### src/rtl/mul_div_sequencer.sv
// Iterative unsigned MULTU/DIVU unit with the HI/LO register pair.
// One shift-add or restoring-divide step per cycle; MTHI/MTLO complete in one cycle.
module mul_div_sequencer #(
  parameter int WIDTH = 32
) (
  input  logic             clk,
  input  logic             rst_n,
  input  logic             start,
  input  logic [1:0]       op,
  input  logic [WIDTH-1:0] a,
  input  logic [WIDTH-1:0] b,
  input  logic             rd_hilo,
  output logic             busy,
  output logic             done,
  output logic             div_by_zero,
  output logic             stall,
  output logic [WIDTH-1:0] hi,
  output logic [WIDTH-1:0] lo
);
  localparam int CW = $clog2(WIDTH) + 1;
  localparam logic [1:0] OP_MULTU = 2'b00;
  localparam logic [1:0] OP_DIVU  = 2'b01;
  localparam logic [1:0] OP_MTHI  = 2'b10;
  localparam logic [1:0] OP_MTLO  = 2'b11;

  typedef enum logic [1:0] {S_IDLE, S_MUL, S_DIV, S_DONE} state_t;

  state_t           state_q, state_d;
  logic [CW-1:0]    count_q, count_d;
  logic [WIDTH-1:0] acc_q, acc_d;      // product high half / partial remainder
  logic [WIDTH-1:0] mcand_q, mcand_d;  // multiplicand / divisor
  logic [WIDTH-1:0] mplier_q, mplier_d; // multiplier / quotient (dividend bits shift out)
  logic [WIDTH-1:0] hi_q, hi_d;
  logic [WIDTH-1:0] lo_q, lo_d;
  logic             dz_q, dz_d;

  logic [WIDTH:0]   mul_sum;
  logic [WIDTH:0]   div_shift;
  logic [WIDTH:0]   div_trial;

  always_comb begin
    state_d  = state_q;
    count_d  = count_q;
    acc_d    = acc_q;
    mcand_d  = mcand_q;
    mplier_d = mplier_q;
    hi_d     = hi_q;
    lo_d     = lo_q;
    dz_d     = dz_q;

    mul_sum   = {1'b0, acc_q} + (mplier_q[0] ? {1'b0, mcand_q} : '0);
    div_shift = {acc_q, mplier_q[WIDTH-1]};
    // Remainder is always below the divisor, so bit WIDTH of the trial is the borrow.
    div_trial = div_shift - {1'b0, mcand_q};

    case (state_q)
      S_IDLE, S_DONE: begin
        state_d = S_IDLE;
        dz_d    = 1'b0;
        if (start) begin
          case (op)
            OP_MULTU: begin
              acc_d    = '0;
              mcand_d  = b;
              mplier_d = a;
              count_d  = CW'(WIDTH - 1);
              state_d  = S_MUL;
            end
            OP_DIVU: begin
              acc_d    = '0;
              mcand_d  = b;
              mplier_d = a;
              count_d  = CW'(WIDTH - 1);
              dz_d     = (b == '0);
              state_d  = S_DIV;
            end
            OP_MTHI: hi_d = a;
            default: lo_d = a;
          endcase
        end
      end
      S_MUL: begin
        acc_d    = mul_sum[WIDTH:1];
        mplier_d = {mul_sum[0], mplier_q[WIDTH-1:1]};
        count_d  = count_q - 1'b1;
        if (count_q == '0) begin
          hi_d    = acc_d;
          lo_d    = mplier_d;
          state_d = S_DONE;
        end
      end
      S_DIV: begin
        if (dz_q) begin
          hi_d    = mplier_q;
          lo_d    = '1;
          state_d = S_DONE;
        end else begin
          if (!div_trial[WIDTH]) begin
            acc_d    = div_trial[WIDTH-1:0];
            mplier_d = {mplier_q[WIDTH-2:0], 1'b1};
          end else begin
            acc_d    = div_shift[WIDTH-1:0];
            mplier_d = {mplier_q[WIDTH-2:0], 1'b0};
          end
          count_d = count_q - 1'b1;
          if (count_q == '0) begin
            hi_d    = acc_d;
            lo_d    = mplier_d;
            state_d = S_DONE;
          end
        end
      end
      default: state_d = S_IDLE;
    endcase
  end

  always_ff @(posedge clk or negedge rst_n) begin
    if (!rst_n) begin
      state_q  <= S_IDLE;
      count_q  <= '0;
      acc_q    <= '0;
      mcand_q  <= '0;
      mplier_q <= '0;
      hi_q     <= '0;
      lo_q     <= '0;
      dz_q     <= 1'b0;
    end else begin
      state_q  <= state_d;
      count_q  <= count_d;
      acc_q    <= acc_d;
      mcand_q  <= mcand_d;
      mplier_q <= mplier_d;
      hi_q     <= hi_d;
      lo_q     <= lo_d;
      dz_q     <= dz_d;
    end
  end

  assign busy        = (state_q == S_MUL) || (state_q == S_DIV);
  assign done        = (state_q == S_DONE);
  assign div_by_zero = done && dz_q;
  assign stall       = busy && (rd_hilo || start);
  assign hi          = hi_q;
  assign lo          = lo_q;
endmodule

### config.mk
export PLATFORM = sky130hd
export DESIGN_NAME = mul_div_sequencer
export DESIGN_NICKNAME = d
export VERILOG_FILES = /design/src/rtl/mul_div_sequencer.sv
export SDC_FILE = /design/constraint.sdc
export NUM_CORES = 1
export LEC_CHECK = 0
export ABC_AREA = 1
export BUFFER_PORTS_ARGS = -buffer_cell sky130_fd_sc_hd__buf_2
export CORE_ASPECT_RATIO = 1.5
export CORE_UTILIZATION = 29
export DETAILED_ROUTE_END_ITERATION = 16
export PLACE_DENSITY = 0.53
export SLEW_MARGIN = 40
export SYNTH_ARGS = -nofsm -noshare
export SYNTH_HDL_FRONTEND = slang
export SYNTH_SLANG_ARGS = --single-unit
### constraint.sdc
create_clock -name clk -period 3.4 [get_ports clk]
set_input_delay 0.34 -clock clk [delete_from_list [all_inputs] [get_ports clk]]
set_output_delay 0.34 -clock clk [all_outputs]
set_load 0.05 [all_outputs]
==> impl_results.md, run 1 <==
* Drt pass-1 iters at 6
* Clock power share at 20.8%
* Post-route setup TNS at 0 ps
* Final critical path time including I/O delays and setup at 3180 ps
* Clk slew on worst S/H paths at 70 ps
* CP required at 3790 ps
* Remaining antenna violation count at 0
* Die Ht at 264 um
* Crit path top cell by count: nand2_1
* First-pass GRT wire length at 77700 um
* Clock skew at 12.9 ps
* GRT Total Usage at 21.6%
* Lkg Pwr at 8.28 nW
* Dpl ws at 102 ps
* Die width at 177 um
* Antenna violations before repair at 0
* VDD IR max at 0.439 mV
* Hold Fails Final Rpt at 0
* Post-synth EDFFs at 0
* Pwr per Cell Area at 641 mW/mm^2
* Worst slew pin tran at 828 ps
* Die Area at 0.0468 mm^2
* Largest net degree at the start of global routing at 62
* Post-synthesis xor/xnor area fraction at 1.18%
* CTS tree: done
* Switch Pwr at 4.93 mW
* Fin area at 0.0152 mm^2
* Clock Latency Late Sink at 460 ps
* Drt initial violations at 700
* Combinational power share at 47.7%
* Yosys warnings at 0
* Port bufs at 137
* Root Driver: clkbuf_16
* Critical Path End Type: register
* Mux cell area share after synthesis at 0%
* Via density at 4.87
* Final Cycle Share at 93.6%
* Post-DP Area at 0.0147 mm^2
* Path category of the worst min-delay check: in -> reg
* Crit path max fanout at 20
* GP Congestion at 0.966
* Largest family of logic cells by synthesized area: simple AND/OR/NAND/NOR gates
* Avg WL per Cell at 17.6 um
* Placed cells at 2753
* Slowest CP cell: dfrtp_4
* CP Cell Sequence: buf_4, nand2_1, inv_1, ha_1, nand2_1, nor2_1, nand2_1, o21ai_0, nand2_1, nand2_1, nand2_1, nand3_1, nand3_1, nand2_1, nand2_1, a21oi_2
* WS Path Type: reg -> reg
* CP startpoint kind: register
* Final worst setup slack at 218 ps
* Final setup fails at 0
* Int Power at 4.85 mW
* CTS max path bufs at 2
* #FFs+latches synth at 169
* Number of remaining DRC errors at 0
* Total core area at 0.0450 mm^2
* Switching portion of total power at 50.4%
* WP buf/inv at 2
* Syn Area/Cell at 6.38 um^2
* Vias in the first global route at 13900
* Post-synthesis sequential area ratio at 31.8%
* Number of distinct library cells after synthesis at 47
* Post-Syn Nets at 2226
* Top FF cell, synth: dfrtp_1
* Worst relative slew slack at 44.8%
* # rows at 95
* Ports at 138
* Initial Util at 29.5%
* DR vias at 13600
* Post-synth ARST share at 100%
* DP HPWL at 39700 um
* Share of cells above drive strength 1 at 11.3%
* Number of buffers created by CTS at 17
* DRT Wirelength at 49100 um
* Sequential Power Share at 31.5%
* Post-Synthesis Cells at 2085
* # clock sinks at 169
* Post CTS Setup Buffer Count at 0
* H-tree lvl count at 4
* Synth Area in Simple Gates at 32.2%
* Largest delay share family, worst path: simple AND/OR/NAND/NOR gates
* Syn-to-layout area delta at 14.6%
* Max Slew Vio Count at 0
* NumNets Final at 2332
* Area of the multi-input gates at 0.00755 mm^2
* Mapped cell area at 0.0133 mm^2
* Grt total ovfl at 0
* Fmax at 314 MHz
* Ant. Diodes at 0
* Max incr delay on CP at 580 ps
* Adder-cell share of the synthesized area at 6.79%
* Unrepaired setup endpoints after global routing: no
* Synth Area in Compound Gates at 16.3%
* Status: completed
* Register Area at 0.00423 mm^2
* Worst EP arrival at 3570 ps
* Fillers at 4954
* Max-Cap Viols at 0
* Post-Layout Cell Count at 2786
[registers in the layout (all words and copies together), names as in the netlist]
| name | count |
|---|---|
| dz_q | 1 |
| mcand_q | 32 |
| state_q | 2 |
| count_q | 6 |
| lo | 32 |
| acc_q | 32 |
| mplier_q | 32 |
| hi | 32 |
[stage by stage]
| step | utilization [%] | power (mW) | hold slack (ps) |
|---|---|---|---|
| after floorplan | - | 6.36 | 44.4 |
| after global placement | 32.5 | 7.75 | 330 |
| after detailed placement | 32.5 | 7.76 | 330 |
| after CTS | 33.8 | 9.85 | 85.8 |
| after global routing | 33.8 | 10.4 | 120 |
| final | 33.8 | 9.78 | 108 |
[routing by layer]
layer | up-vias | wire [um] | part of all wire [%] | global-route usage [%]
li1 | 6867 | - | - | -
met1 | 6297 | 21200 | 43 | 26.3
met2 | 309 | 24800 | 51 | 38.8
met3 | 84 | 1390 | 2.8 | 1.75
met4 | 0 | 1730 | 3.5 | 8.85
met5 | - | 0 | 0 | 0
[layout make-up]
class                   instances  share of cell area [%]
multi-input cells            1514                    49.5
flip-flops and latches        169                    27.8
inverters                     327                    8.05
repair buffers                162                    6.11
well taps                     582                    4.78
clock buffers                  18                    2.81
clock inverters                14                   0.985
[synthesized netlist by cell type, drive strengths merged (5+ instances only)]
cell | number | area [um^2]
xnor2 | 17 | 149
nor4 | 9 | 56.3
nand3 | 130 | 683
buf | 17 | 118
a21boi | 5 | 37.5
o21bai | 9 | 67.6
o21ai | 156 | 785
nand3b | 14 | 105
nand4 | 9 | 56.3
inv | 326 | 1220
ha | 69 | 863
clkbuf | 58 | 218
a21o | 6 | 45.0
or2 | 6 | 37.5
nor2 | 190 | 731
a21oi | 156 | 822
a31oi | 15 | 93.8
nor3 | 11 | 55.1
o22ai | 43 | 269
dfrtp | 169 | 4230
nand2 | 655 | 2530
[what timing repair did]
item                       4_1_cts  5_1_grt
resized for setup                0        2
hold endpoints to repair        49        0
hold buffers                     1        0
setup endpoints to repair        0       28
[power groups by stage]
| stage | Sequential, mW | Clock (mW) | Combinational (mW) |
|---|---|---|---|
| after floorplan | 4.28 | 0 | 2.08 |
| after global placement | 3.10 | 0 | 4.65 |
| after detailed placement | 3.10 | 0 | 4.66 |
| after CTS | 3.07 | 2.09 | 4.69 |
| after global routing | 3.14 | 2.15 | 5.09 |
| final | 3.08 | 2.03 | 4.66 |
[path summary, 6_finish.rpt]
kind | cells after the start | to | slack (ps) | from
worst max-delay path | 16 | hi[28] | 220 | mplier_q[0]
worst min-delay path | 3 | mcand_q[19] | 110 | b[19]
worst max register to register | 16 | hi[28] | 220 | mplier_q[0]
worst min register to register | 2 | mplier_q[14] | 490 | mplier_q[14]
max in group asynchronous | 3 | mcand_q[27] | 2220 | rst_n
min in group asynchronous | 2 | lo[3] | 400 | rst_n
[tightest hold or removal path: stages]
cell	delay (ps)
buf_2	90
nand2_1	40
o21ai_0	60
[cells by family after synthesis]
logic type	count (synthesis)
AO/OA/AOI/OAI	397
AND/OR/NAND/NOR	1028
XOR/XNOR	18
buffers and inverters	402
adder cells (fa/ha/maj)	71
flip-flops	169
[placed cells by master, fill, tap and decap left out, types with 2 or more instances in the layout]
| master | Yosys | routed |
|---|---|---|
| inv_1 | 320 | 318 |
| a21oi_1 | 147 | 146 |
| buf_12 | 0 | 4 |
| a21boi_0 | 5 | 5 |
| nand3_1 | 125 | 125 |
| nor3_1 | 11 | 11 |
| or2_2 | 6 | 6 |
| buf_2 | 4 | 136 |
| clkbuf_16 | 0 | 17 |
| nand4_1 | 9 | 9 |
| nand2_2 | 14 | 14 |
| xnor2_1 | 17 | 17 |
| buf_4 | 2 | 20 |
| nand3b_1 | 14 | 14 |
| nand2_4 | 5 | 5 |
| and2_1 | 2 | 2 |
| nor4_1 | 9 | 8 |
| nand3_2 | 4 | 4 |
| clkinvlp_4 | 0 | 3 |
| a21oi_2 | 8 | 8 |
| o22ai_1 | 43 | 43 |
| nand2_1 | 636 | 636 |
| nor2_1 | 187 | 185 |
| ha_1 | 69 | 68 |
| o21bai_1 | 9 | 9 |
| o21ai_0 | 141 | 141 |
| inv_2 | 6 | 8 |
| a31oi_1 | 15 | 15 |
| o21a_1 | 2 | 2 |
| and3_1 | 2 | 2 |
| dfrtp_1 | 169 | 168 |
| inv_6 | 0 | 6 |
| a21oi_4 | 1 | 2 |
| a21o_1 | 6 | 6 |
| fa_1 | 2 | 2 |
| o21ai_1 | 14 | 14 |
| inv_8 | 0 | 4 |
| nor2_4 | 2 | 3 |
| nor2_2 | 1 | 2 |
No activity file was read; power rests on OpenSTA's default activity.
==> run 2, diff against run 1 <==
--- a/config.mk
+++ b/config.mk
@@ -7,10 +7,12 @@
 export LEC_CHECK = 0
 export ABC_AREA = 1
 export BUFFER_PORTS_ARGS = -buffer_cell sky130_fd_sc_hd__buf_2
+export CELL_PAD_IN_SITES_DETAIL_PLACEMENT = 1
+export CELL_PAD_IN_SITES_GLOBAL_PLACEMENT = 1
 export CORE_ASPECT_RATIO = 1.5
 export CORE_UTILIZATION = 29
 export DETAILED_ROUTE_END_ITERATION = 16
-export PLACE_DENSITY = 0.53
+export PLACE_DENSITY = 0.67
 export SLEW_MARGIN = 40
 export SYNTH_ARGS = -nofsm -noshare
 export SYNTH_HDL_FRONTEND = slang
==> constraint.sdc (replaced) <==
create_clock -name clk -period 3.4 [get_ports clk]
set_input_delay 0 -clock clk [delete_from_list [all_inputs] [get_ports clk]]
set_output_delay 0 -clock clk [all_outputs]
set_load 0.05 [all_outputs]
==> impl_results.md, run 2 (synthesis gave the netlist of run 1 again) <==
* CTS max path bufs at 2
* DRT Wirelength at 53700 um
* Fmax at 316 MHz
* Ant. Diodes at 0
* Most frequent cells in the layout: nand2_1 (636), inv_1 (318), nor2_1 (185)
* VDD IR max at 0.454 mV
* NumNets Final at 2398
* CP required at 3730 ps
* # clock sinks at 169
* Post-DP Area at 0.0147 mm^2
* Ports at 138
* First-pass GRT wire length at 85000 um
* Root Driver: clkbuf_16
* Worst r2r src: mplier_q[31]
* Number of remaining DRC errors at 0
* Clock Latency Late Sink at 470 ps
* Path category of the worst min-delay check: in -> async
* Critical Path End Type: register
* Status: completed
* H-tree lvl count at 4
* DR vias at 14300
* Final setup fails at 0
* Die Ht at 264 um
* Vias in the first global route at 15400
* Max-Cap Viols at 0
* GRT Total Usage at 23.6%
* Commonest non-fill, non-tap cell in the layout: nand2_1
* Clock skew at 12.7 ps
* Total core area at 0.0450 mm^2
* Unrepaired setup endpoints after global routing: no
* Final critical path time including I/O delays and setup at 3170 ps
* Port bufs at 137
* Hold Fails Final Rpt at 0
* Avg WL per Cell at 18.8 um
* Syn-to-layout area delta at 19.7%
* Crit path max fanout at 32
* Final Cycle Share at 93.2%
* Grt total ovfl at 0
* Antenna violations before repair at 0
* Post-Layout Cell Count at 2852
* Die width at 177 um
* DP HPWL at 42600 um
* Post-cts sizing count at 0
* # rows at 95
* Lkg Pwr at 8.58 nW
* Worst slew pin tran at 761 ps
* Worst EP arrival at 3500 ps
* Via density at 5.00
* Fin area at 0.0159 mm^2
* Max Slew Vio Count at 0
* GP Congestion at 0.918
* Pwr per Cell Area at 630 mW/mm^2
* Number of buffers created by CTS at 17
* CTS tree: done
* WS Path Type: reg -> reg
* Placed cells at 2754
* Initial Util at 29.5%
* Share of cells above drive strength 1 at 11.0%
* Remaining antenna violation count at 0
* Die Area at 0.0468 mm^2
* CP startpoint kind: register
* Drt initial violations at 651
* Total power at 10.0 mW
* CP startpoint: mplier_q[31]
* Worst relative slew slack at 49.2%
* Post-route setup TNS at 0 ps
* Largest net degree at the start of global routing at 80
* Drt pass-1 iters at 5
* Hold WS at 119 ps
* Clk slew on worst S/H paths at 80 ps
## run 2: final timing paths
| path | end | slack [ps] | cells after the start |
|---|---|---|---|
| setup reg to reg | acc_q[21] | 230 | 19 |
| max in group asynchronous | mcand_q[26] | 2440 | 3 |
| hold reg to reg | mplier_q[21] | 490 | 2 |
| min in group clk | mcand_q[21] | 140 | 4 |
| setup / recovery | acc_q[21] | 230 | 19 |
| hold / removal | lo[1] | 120 | 2 |
## run 2: routing by layer
metal / up-vias / wire length [um] / GRT usage, %
li1: 6985 / - / -
met1: 6920 / 22700 / 27.7
met2: 252 / 27700 / 43.0
met3: 95 / 1190 / 1.89
met4: 0 / 2110 / 10.6
met5: - / 0 / 0
## run 2: worst max-delay path, stage by stage (launching register included)
cell and delay (ps):
dfrtp_1 360, inv_1 90, ha_1 220, fa_1 370, inv_1 100, nand2_1 80, nand2_1 80, nand3_1 80
nand2_2 120, nand2_1 80, nand2_2 110, nand2_4 90, nand2_4 90, nand2_4 80, nand2_4 410, o21ai_1 270
nand3_1 170, nand2_1 60, nand2_1 50, o21ai_0 90
## run 2: final cells by class
cell class,count,area (um^2)
well taps,582,728
clock buffers,18,429
repair buffers,228,1580
inverters,327,1230
fillers,5804,29100
flip-flops and latches,169,4230
multi-input cells,1514,7550
clock inverters,14,183
## run 2: power breakdown
part,internal (mW),total [mW],leakage (nW),switching [mW]
clock,1.12,2.14,0.299,1.01
combinational,1.23,4.83,6.21,3.60
sequential,2.62,3.06,2.08,0.439
## run 2: repair_timing
item / CTS / global route
buffers inserted: 0 / 0
hold buffers: 66 / 0
hold endpoints to repair: 195 / 0
## run 2: stage by stage
step | setup slack, ps | utilization (%)
6_report | 231 | 35.3
5_1_grt | 21.8 | 35.3
4_1_cts | 246 | 35.3
3_5_place_dp | 279 | 32.5
3_3_place_gp | 340 | 32.5
2_1_floorplan | 738 | -
